--- src/rtl/rmon_counters_if.sv ---
// ---------------------------------------------------------------------------
// rmon_counters_if
//   Four-phase read port between a management reader and rmon_counters.
//
//   rd_req_i   reader -> block   read request, held until rd_ack_o is seen
//   rd_addr_i  reader -> block   counter index, stable while rd_req_i=1
//   rd_clr_i   reader -> block   clear-on-read, sampled with rd_req_i
//   rd_ack_o   block  -> reader  read acknowledge
//   rd_data_o  block  -> reader  captured counter value
//   rd_ovf_o   block  -> reader  captured overflow flag
//
//   master: the management reader.  slave: the counter block.
// ---------------------------------------------------------------------------
interface rmon_counters_if #(
  parameter int g_addr_width = 4,
  parameter int g_cnt_width  = 32
);
  logic                    rd_req_i;
  logic [g_addr_width-1:0] rd_addr_i;
  logic                    rd_clr_i;
  logic                    rd_ack_o;
  logic [g_cnt_width-1:0]  rd_data_o;
  logic                    rd_ovf_o;

  modport master (
    output rd_req_i, rd_addr_i, rd_clr_i,
    input  rd_ack_o, rd_data_o, rd_ovf_o
  );

  modport slave (
    input  rd_req_i, rd_addr_i, rd_clr_i,
    output rd_ack_o, rd_data_o, rd_ovf_o
  );
endinterface

--- src/rtl/rmon_counters.sv ---
// ---------------------------------------------------------------------------
// rmon_counters
//   Receiving end of the RMON event-trigger interface. Each trigger line is
//   rising-edge detected and counted in its own counter; a sticky overflow
//   flag records a counter rolling past its maximum. A four-phase read port
//   returns one counter (with optional clear-on-read) per handshake.
//
//   clk_i      system clock, rising edge
//   rst_n_i    asynchronous active-low reset
//   trig_i     event triggers, one bit per counter
//   clr_all_i  synchronous clear of every counter and overflow flag
//   rd         read port (rmon_counters_if.slave)
//   ovf_o      sticky per-channel overflow flags
// ---------------------------------------------------------------------------
module rmon_counters #(
  parameter int g_trig_width = 10,
  parameter int g_cnt_width  = 32,
  parameter int g_addr_width = 4,
  parameter int g_wrap       = 1
) (
  input  logic                    clk_i,
  input  logic                    rst_n_i,
  input  logic [g_trig_width-1:0] trig_i,
  input  logic                    clr_all_i,
  rmon_counters_if.slave          rd,
  output logic [g_trig_width-1:0] ovf_o
);

  localparam logic [g_cnt_width-1:0] CNT_MAX = '1;

  typedef enum logic {
    S_IDLE,
    S_ACK
  } state_t;

  state_t                  state;
  logic [g_trig_width-1:0] trig_d;
  logic [g_trig_width-1:0] ovf;
  logic [g_cnt_width-1:0]  cnt [g_trig_width];

  logic [g_trig_width-1:0] ev;
  logic                    capture;
  logic [g_cnt_width-1:0]  sel_cnt;
  logic                    sel_ovf;
  logic [g_trig_width-1:0] clr_hit;

  assign ev      = trig_i & ~trig_d;
  assign capture = (state == S_IDLE) && rd.rd_req_i;
  assign ovf_o   = ovf;

  // Read mux and clear-on-read decode. An address that matches no channel
  // leaves the defaults in place: data 0, flag 0, nothing cleared.
  always_comb begin
    // NOTE: every output of this block gets a default before the loop, so no
    // path leaves a signal unassigned and no latch is inferred.
    sel_cnt = '0;
    sel_ovf = 1'b0;
    clr_hit = '0;
    for (int i = 0; i < g_trig_width; i++) begin
      if (rd.rd_addr_i == g_addr_width'(i)) begin
        sel_cnt    = cnt[i];
        sel_ovf    = ovf[i];
        clr_hit[i] = capture && rd.rd_clr_i;
      end
    end
  end

  // Edge detect and counter update. A clear wins over a coincident event but
  // keeps it: the counter restarts at 1 so no event is lost.
  always_ff @(posedge clk_i or negedge rst_n_i) begin
    if (!rst_n_i) begin
      // NOTE: the counters are flip-flops, not a RAM, so each entry is reset
      // explicitly; software expects zeroed counters after reset.
      for (int i = 0; i < g_trig_width; i++) begin
        cnt[i] <= '0;
      end
      ovf    <= '0;
      trig_d <= '0;
    end else begin
      // NOTE: non-blocking assignments throughout sequential logic, so every
      // read of cnt/ovf/trig_d in this edge sees the pre-edge value.
      trig_d <= trig_i;
      for (int i = 0; i < g_trig_width; i++) begin
        if (clr_all_i || clr_hit[i]) begin
          cnt[i] <= g_cnt_width'(ev[i]);
          ovf[i] <= 1'b0;
        end else if (ev[i]) begin
          if (cnt[i] == CNT_MAX) begin
            cnt[i] <= (g_wrap != 0) ? '0 : CNT_MAX;
            ovf[i] <= 1'b1;
          end else begin
            cnt[i] <= cnt[i] + 1'b1;
          end
        end
      end
    end
  end

  // Read handshake. Capture happens only on the IDLE->ACK transition, so the
  // address and clear inputs are ignored for the rest of the handshake and
  // the captured values hold until the next request.
  always_ff @(posedge clk_i or negedge rst_n_i) begin
    if (!rst_n_i) begin
      state        <= S_IDLE;
      rd.rd_ack_o  <= 1'b0;
      rd.rd_data_o <= '0;
      rd.rd_ovf_o  <= 1'b0;
    end else begin
      case (state)
        S_IDLE: begin
          if (rd.rd_req_i) begin
            rd.rd_data_o <= sel_cnt;
            rd.rd_ovf_o  <= sel_ovf;
            rd.rd_ack_o  <= 1'b1;
            state        <= S_ACK;
          end
        end
        S_ACK: begin
          if (!rd.rd_req_i) begin
            rd.rd_ack_o <= 1'b0;
            state       <= S_IDLE;
          end
        end
        default: begin
          rd.rd_ack_o <= 1'b0;
          state       <= S_IDLE;
        end
      endcase
    end
  end

endmodule

--- src/flat_wrapper.sv ---
// flat-port wrapper written by rule: the top's interface ports become plain ports
module rmon_counters_flat 
#(
  parameter int g_trig_width = 10,
  parameter int g_cnt_width  = 32,
  parameter int g_addr_width = 4,
  parameter int g_wrap       = 1
)
  (clk_i, rst_n_i, trig_i, clr_all_i, ovf_o, rd_rd_req_i, rd_rd_addr_i, rd_rd_clr_i, rd_rd_ack_o, rd_rd_data_o, rd_rd_ovf_o);
  rmon_counters_if #(.g_addr_width(g_addr_width), .g_cnt_width(g_cnt_width)) rd_i ();
  input  logic clk_i;
  input  logic rst_n_i;
  input  logic [g_trig_width-1:0] trig_i;
  input  logic clr_all_i;
  output logic [g_trig_width-1:0] ovf_o;
  input wire logic [$bits(rd_i.rd_req_i)-1:0] rd_rd_req_i;
  input wire logic [$bits(rd_i.rd_addr_i)-1:0] rd_rd_addr_i;
  input wire logic [$bits(rd_i.rd_clr_i)-1:0] rd_rd_clr_i;
  output wire logic [$bits(rd_i.rd_ack_o)-1:0] rd_rd_ack_o;
  output wire logic [$bits(rd_i.rd_data_o)-1:0] rd_rd_data_o;
  output wire logic [$bits(rd_i.rd_ovf_o)-1:0] rd_rd_ovf_o;
  assign rd_i.rd_req_i = rd_rd_req_i;
  assign rd_i.rd_addr_i = rd_rd_addr_i;
  assign rd_i.rd_clr_i = rd_rd_clr_i;
  assign rd_rd_ack_o = rd_i.rd_ack_o;
  assign rd_rd_data_o = rd_i.rd_data_o;
  assign rd_rd_ovf_o = rd_i.rd_ovf_o;
  rmon_counters #(.g_trig_width(g_trig_width), .g_cnt_width(g_cnt_width), .g_addr_width(g_addr_width), .g_wrap(g_wrap)) u_core (.clk_i(clk_i), .rst_n_i(rst_n_i), .trig_i(trig_i), .clr_all_i(clr_all_i), .rd(rd_i), .ovf_o(ovf_o));
endmodule
--- config.mk ---
export PLATFORM = sky130hd
export DESIGN_NAME = rmon_counters_flat
export DESIGN_NICKNAME = d
export VERILOG_FILES = /design/src/rtl/rmon_counters_if.sv /design/src/rtl/rmon_counters.sv /design/src/flat_wrapper.sv
export SDC_FILE = /design/constraint.sdc
export NUM_CORES = 1
export LEC_CHECK = 0
export BUFFER_PORTS_ARGS = -buffer_cell sky130_fd_sc_hd__buf_4
export CELL_PAD_IN_SITES_DETAIL_PLACEMENT = 0
export CELL_PAD_IN_SITES_GLOBAL_PLACEMENT = 2
export CORE_MARGIN = 3
export CORE_UTILIZATION = 43
export CTS_CLUSTER_DIAMETER = 40
export DETAILED_ROUTE_END_ITERATION = 7
export GPL_ROUTABILITY_DRIVEN = 1
export MAX_ROUTING_LAYER = met4
export PLACE_DENSITY_LB_ADDON = 0.2
export SYNTH_ARGS = -nofsm -noshare
export SYNTH_HDL_FRONTEND = slang
export SYNTH_SLANG_ARGS = --single-unit
--- constraint.sdc ---
create_clock -name clk_i -period 5.3 [get_ports clk_i]
set_input_delay 1.06 -clock clk_i [delete_from_list [all_inputs] [get_ports clk_i]]
set_output_delay 1.06 -clock clk_i [all_outputs]
set_load 0.05 [all_outputs]
==> results of run 1 <==
## power breakdown
group	leakage [uW]	switching, uW	total (uW)	internal (uW)
registers	0.00514	69.3	2990	2920
logic	0.00370	436	583	147
clock network	0.00118	1640	4730	3090
total	0.0100	2150	8300	6160
## state kept, by name, indices dropped and copies added, names as in the netlist
| register | cells |
|---|---|
| u_core.rd.rd_ack_o | 1 |
| u_core.cnt | 320 |
| u_core.trig_d | 10 |
| u_core.rd.rd_data_o | 32 |
| u_core.rd.rd_ovf_o | 1 |
| u_core.ovf_o | 10 |
| u_core.state | 1 |
## cell families after synthesis
family	after synthesis
AOI/OAI and AO/OA	384
adders and majority gates	11
muxes	42
and+or+nand+nor	1106
buffers and inverters	151
DFF	375
xor gates and xnor gates	249
## area by class of cell
cell class | instances | area (um^2) | area share [%]
diodes | 1 | 2.50 | 0.0102
clock inverters | 41 | 498 | 2.03
flip-flops and latches | 375 | 9380 | 38.2
inverters | 42 | 158 | 0.641
well taps | 615 | 769 | 3.13
repair buffers | 96 | 753 | 3.06
multi-input cells | 1792 | 11000 | 44.8
clock buffers | 89 | 2000 | 8.14
## per-stage QoR
stage                     instance area, um^2  instances  worst slack [ns]
final                                   24600       3051              1.91
after global routing                    24600       3051              1.73
after global placement                  22100       2920              1.39
after floorplan                         21000       2318              2.12
after detailed placement                22100       2920              1.29
after CTS                               24600       3050              1.92
## path summary, 6_finish.rpt
check                      slack (ns)                  to            start
setup / recovery                 1.91     u_core.cnt[273]  rd_rd_addr_i[0]
hold / removal                   0.45  u_core.rd.rd_ack_o     u_core.state
setup reg to reg                 2.10     u_core.cnt[234]  u_core.cnt[235]
hold reg to reg                  0.45  u_core.rd.rd_ack_o     u_core.state
max in group asynchronous        3.67     u_core.cnt[222]          rst_n_i
min in group asynchronous        0.46      u_core.cnt[22]          rst_n_i
## cell usage after synthesis, types with 8 or more instances
library cell  instances  area share, %
a211oi_1             18           0.64
mux2i_1              10           0.48
a21oi_1              80            1.9
or3_1                24           0.72
inv_1                39           0.70
a22o_1               15           0.63
clkbuf_1             69            1.2
or4_1                10           0.36
nand2_1             219            3.9
a222oi_1             29            1.4
or2_2                 9           0.27
mux2_2               14           0.75
a31oi_1              10           0.30
nand4_1              83            2.5
nor2_1              359            6.4
dfrtp_1             375             45
ha_1                 11           0.66
o22ai_1              18           0.54
and2_1               19           0.57
a22oi_1              22           0.79
and3_1               48            1.4
xor2_1              153            6.4
nor3_1               47            1.1
buf_1                 8           0.14
buf_2                24           0.57
nor4_1               35            1.0
xnor2_1              96            4.0
nand3_1             142            3.4
nor2b_1              26           0.77
o21ai_0             115            2.7
nand2b_1             18           0.54
and4_1               30            1.3
mux4_2               17            1.8
## worst reg2reg max path: stages (launching register included)
cell,delay [ns]
dfrtp_1,0.43
nand4_1,0.28
or4b_1,0.64
nor3_1,0.24
nand3_1,0.24
o21ai_1,0.85
buf_4,0.34
nor2_1,0.07
## routing by layer
layer,global-route usage [%],share of wire (%),up-vias
met3,5.08,5.6,179
met1,38.2,42,9215
met4,12.3,4.7,0
met2,46.8,47,631
met5,-,0,-
li1,-,-,8452
==> summary.txt, run 1 <==
Run status
  • Status: finished clean

GRT
  • First-pass GRT wire length: 112 mm
  • Number of global-route vias before repair: 17716
  • Largest net degree at the start of global routing: ~100
  • Initial antenna violation count: 1
  • Total track usage: 29.7%
  • Gr ovfl total: 0

Layout
  • Layout Nets: 2409
  • Layout cells sized above 1: a little under an eighth
  • Commonest non-fill, non-tap cells in the layout: dfrtp_1, nor2_1, nand2_1, xor2_1, nand3_1
  • Area grow syn2layout: 17.1%
  • Commonest non-fill, non-tap cell in the layout: dfrtp_1
  • Finished Core Util: between 50 and 60%
  • Fillers: between 4000 and 5000

Die
  • Number of top-level pins: 63
  • Die Area: 51500 um^2
  • Die height: 227 um
  • Rows: 80
  • Core footprint: ~48000 um^2
  • Chip Width: about 230 um
  • Initial Util: about 44%

Drt
  • Detailed-route via count: 18477
  • Final WL: ~74 mm
  • Routed Antenna Nets: 0
  • 1st-iter DRT viols: about 2200
  • Post-DR wirelength/cell: approximately 24 um
  • Vias per Instance: ~6.1
  • DRC viols: 0
  • Initial DRT Pass Iterations: 8

Critical path
  • CP required: 5.78 ns
  • Crit start category: input port
  • Slowest cell delay on critical path: around 0.77 ns
  • Crit. End Element: register
  • Delay-heaviest family, CP: simple AND/OR/NAND/NOR gates
  • Levels on crit path: 7
  • Crit-path max FO: between 50 and 60
  • R2R depth: 7
  • Crit-path cells: buf_4, nor2b_1, a211oi_1, nor3_2, nor3b_1, xnor2_1, nor2_1
  • WP data arrival: 3.87 ns
  • Worst setup path category: input port to register
  • Slowest cell on the critical path: nor2b_1
  • Buf/Inv on CP: 1

Timing
  • RSZ-0062 raised after global routing: no
  • Setup_tns: 0 ns
  • Slew Limit Fails: 0
  • Final Cycle Share: 63.9%
  • Worst-Margin Slew: between 1 and 1.5 ns
  • Final Hold Viols: 0
  • Fmax achieved: around 300 MHz
  • Worst slew margin: 23.6%
  • Final min period: roughly 3.4 ns
  • # setup viols final: 0
  • Layout Skew: 0.0232 ns
  • Hold WS: roughly 0.45 ns

Run
  • Max_cap viols: 0

Clock network
  • CTS HTree Levels: 3
  • TritonCTS clock tree: done
  • CTS Buf Count: 72
  • Root Driver: clkbuf_16
  • CTS max path bufs: 3
  • Worst-Skew Late Latency: around 0.61 ns
  • Post-CTS setup buffers: 0
  • Sink Count: between 300 and 400
  • CTS resizes: 0
  • Clock-pin slew on the worst setup and hold paths: 0.05 ns
  • Hold_buf cts: 0

Synthesis
  • Main combinational cell family by area after synthesis: simple AND/OR/NAND/NOR gates
  • Yosys warning total: 0
  • Share of synthesized registers carrying an async set or reset: 100%
  • Post-synth EDFFs: 0
  • Post-Syn Nets: about 2300
  • Adder-Cell Fraction of Synth Area: less than 1%
  • Post-Synth Simple-Gate Area: roughly a quarter
  • XOR/XNOR share of the synthesized area: approximately 10%
  • Mapped Area: 21000 um^2
  • Synth Register Bits: approximately 380
  • Compound-Gate Fraction of Synth Area: between 10% and 20%
  • Main flop type after synthesis: dfrtp_1
  • Cells after Synth: between 2000 and 2500
  • Post-synthesis mux area share: ~3.2%
  • Distinct cells, synth: 84
  • Mean post-synth cell area: approximately 9 um^2
  • Register area share after synthesis: approximately 45%

Pwr
  • Power per Cell Area: 338 nW/um^2
  • Leakage: approximately 0.01 uW
  • VDD IR-drop max: around 0.35 mV
  • Total Power: 8300 uW

Placed design
  • PortBufs: 62
  • Routability cong.: around 0.98
  • Hpwl dp: roughly 54 mm

Worst hold path
  • Hold Crit Class: register to register
  • Hold path cells: 1
No activity file was read; power rests on OpenSTA's default activity.
==> run 2, diff against run 1 <==
--- a/config.mk
+++ b/config.mk
@@ -5,11 +5,12 @@
 export SDC_FILE = /design/constraint.sdc
 export NUM_CORES = 1
 export LEC_CHECK = 0
+export ABC_AREA = 1
 export BUFFER_PORTS_ARGS = -buffer_cell sky130_fd_sc_hd__buf_4
 export CELL_PAD_IN_SITES_DETAIL_PLACEMENT = 0
 export CELL_PAD_IN_SITES_GLOBAL_PLACEMENT = 2
 export CORE_MARGIN = 3
-export CORE_UTILIZATION = 43
+export CORE_UTILIZATION = 36
 export CTS_CLUSTER_DIAMETER = 40
 export DETAILED_ROUTE_END_ITERATION = 7
 export GPL_ROUTABILITY_DRIVEN = 1
==> constraint.sdc (replaced) <==
create_clock -name clk_i -period 3.42 [get_ports clk_i]
set_input_delay 0.684 -clock clk_i [delete_from_list [all_inputs] [get_ports clk_i]]
set_output_delay 0.684 -clock clk_i [all_outputs]
set_load 0.05 [all_outputs]
==> run 2 against run 1 <==
Combinational power is 66% higher. Synthesized cell count increased by 64%. Cell count rose by 61%. Register-to-register slack lost 1.3 ns. Area after synthesis rose by 20%.
==> summary.txt, run 2 <==
GRT
  • Largest net degree at the start of global routing: a little under 80
  • First-pass GRT wire length: roughly 150 mm
  • Number of global-route vias before repair: around 25000
  • Initial antenna violation count: 0
  • Total track usage: between 20% and 30%
  • Gr ovfl total: 0

Timing
  • Layout Skew: 0.0229 ns
  • Slew Limit Fails: 0
  • Final Hold Viols: 0
  • Final min period: around 2.6 ns
  • RSZ-0062 raised after global routing: no
  • Worst slew margin: between 30% and 40%
  • Setup slack after layout: 0.804 ns
  • # setup viols final: 0
  • Final Cycle Share: roughly 76%
  • Fmax achieved: 382 MHz
  • Setup_tns: 0 ns
  • Worst-Margin Slew: 1.04 ns

Drt
  • Final WL: about 99 mm
  • Post-DR wirelength/cell: between 20 and 25 um
  • Vias per Instance: between 5 and 6
  • 1st-iter DRT viols: between 2000 and 2500
  • Routed Antenna Nets: 0
  • Initial DRT Pass Iterations: 8
  • Detailed-route via count: 25195
  • DRC viols: 0

Synthesis
  • Mean post-synth cell area: about 6.6 um^2
  • Register area share after synthesis: between 30% and 40%
  • Main flop type after synthesis: dfrtp_1
  • Post-synth top area cell: dfrtp_1
  • Yosys top cell area share: a little under two fifths
  • Most frequent cell after synthesis: nand2_1
  • Cells after Synth: roughly 3800
  • Post-synth EDFFs: 0
  • Synth Register Bits: 375
  • Yosys warning total: 0
  • Post-synth top cells: nand2_1, nor2_1, inv_1, dfrtp_1, nand3_1
  • Post-Syn Nets: ~3800
  • Distinct cells, synth: 45
  • Mapped Area: 25100 um^2
  • Share of synthesized registers carrying an async set or reset: 100%
  • Synth area leaders: dfrtp_1, nand2_1, nor2_1, nand3_1, inv_1

Pwr
  • Net Switching: 3830 uW
  • P_int: ~12000 uW
  • Power per Cell Area: 512 nW/um^2
  • Logic pwr share: approximately 6.3%
  • Reg power frac: 29.9%
  • Sw Ratio: about a quarter
  • Total Power: around 15000 uW
  • VDD IR-drop max: between 0.3 and 0.4 mV
  • Leakage: 0.0130 uW
  • Clock power share: around 64%

Placed design
  • Post-place setup slack: 0.484 ns
  • PortBufs: 62
  • Routability cong.: slightly above 0.9
  • Post-placement cell area: roughly 27000 um^2
  • Hpwl dp: 76.4 mm

Clock network
  • CTS resizes: 0
  • CTS Buf Count: about 100
  • Sink Count: between 300 and 400
  • Post-CTS setup buffers: 0
  • Worst-Skew Late Latency: roughly 0.64 ns
  • CTS max path bufs: 3
  • CTS HTree Levels: 3
  • Root Driver: clkbuf_16
  • TritonCTS clock tree: done
  • Clock-pin slew on the worst setup and hold paths: about 0.050 ns
  • Hold_buf cts: 0

Layout
  • Biggest register: u_core.cnt
  • Commonest non-fill, non-tap cells in the layout: nand2_1, nor2_1, inv_1, dfrtp_1, nand3_1
  • Max reg flops: 320
  • Layout cells sized above 1: a little under a tenth
  • Area grow syn2layout: 19.9%
  • Finished Core Util: a little over two fifths
  • Top flop regs: u_core.cnt (320), u_core.rd.rd_data_o (32)
  • Multi-input logic area: between 10000 and 15000 um^2
  • Finished Cell Area: 30100 um^2
  • Fillers: ~7400
  • Commonest non-fill, non-tap cell in the layout: nand2_1
  • Antenna cells: 0
  • Register area: ~9400 um^2
  • Layout Nets: 3938

Die
  • Rows: 96
  • Die height: between 200 and 300 um
  • Die Area: 72900 um^2
  • Core footprint: ~70000 um^2
  • Chip Width: about 270 um
  • Number of top-level pins: 63
  • Initial Util: a little over a third

Worst hold path
  • Hold Crit Class: input port to async pin

Critical path
  • Worst setup path category: register to register
  • R2r setup slk: approximately 0.80 ns
  • Crit-path max FO: 26
  • Reg-to-Reg Start: u_core.state
  • RR Endpoint: u_core.cnt[310]
  • CP required: between 3 and 4 ns
  • R2R depth: 12
  • Crit. End Element: register
  • Crit start category: register
  • WP data arrival: about 3.2 ns

Run
  • Max_cap viols: 0

Run status
  • Status: finished clean
==> run 2: metrics by stage <==
stage	cells	hold slack, ns
floorplan	3805	0.388
global placement	4739	0.470
detailed placement	4739	0.467
CTS	4915	0.0816
global route	4915	0.114
finish	4915	0.0823
==> run 2: final cells by class <==
class / count / share of cell area, %
tap: 931 / 3.87
clock inverter: 52 / 2.50
multi-input combinational: 2905 / 45.1
clock buffer: 124 / 9.15
sequential: 375 / 31.2
inverter: 422 / 5.29
timing repair buffer: 106 / 2.96
==> run 2: critical path: stages, from the launching register on <==
cell and delay, ns:
dfrtp_1 0.38, inv_1 0.06, ha_1 0.21, nand2_1 0.09, inv_2 0.38, nand3_1 0.12, nand2_1 0.18, inv_2 0.16
nand2_4 0.28, inv_2 0.22, nor2_1 0.18, nor2_1 0.05, nor3b_1 0.19
==> run 2: cell families (layout without fill, tap and decap cells) <==
logic type | count (synthesis) | after routing | synth area share, %
buffers and inverters | 525 | 704 | 8.61
XOR/XNOR | 148 | 148 | 5.16
flip-flops | 375 | 375 | 37.4
adder cells (fa/ha/maj) | 11 | 11 | 0.548
AND/OR/NAND/NOR | 2405 | 2405 | 41.1
AO/OA/AOI/OAI | 341 | 341 | 7.20
==> run 2: how the worst max path moves through the flow <==
stage | endpoint | startpoint | slack (ns)
2_1_floorplan | u_core.cnt[14] | rd_rd_req_i | 1.33
5_1_grt | u_core.ovf_o[1] | u_core.state | 0.59
3_3_place_gp | u_core.cnt[310] | rd_rd_req_i | 0.45
4_1_cts | u_core.cnt[310] | u_core.state | 0.82
3_5_place_dp | u_core.cnt[310] | rd_rd_req_i | 0.48
6_report | u_core.cnt[310] | u_core.state | 0.80
==> run 2: power by group through the flow <==
stage | logic, uW | registers (uW) | clock network, uW
floorplan | 420 | 4800 | 0
global placement | 978 | 4680 | 0
detailed placement | 977 | 4670 | 0
CTS | 979 | 4610 | 9980
global route | 1060 | 4620 | 10200
finish | 967 | 4610 | 9840
==> run 2: per-layer routing <==
layer | routed length (um) | vias up | global-route usage (%)
met5 | 0 | - | -
met4 | 4320 | 0 | 11.6
met3 | 5470 | 218 | 4.65
met2 | 44600 | 728 | 42.6
met1 | 44700 | 11797 | 36.4
li1 | - | 12452 | -
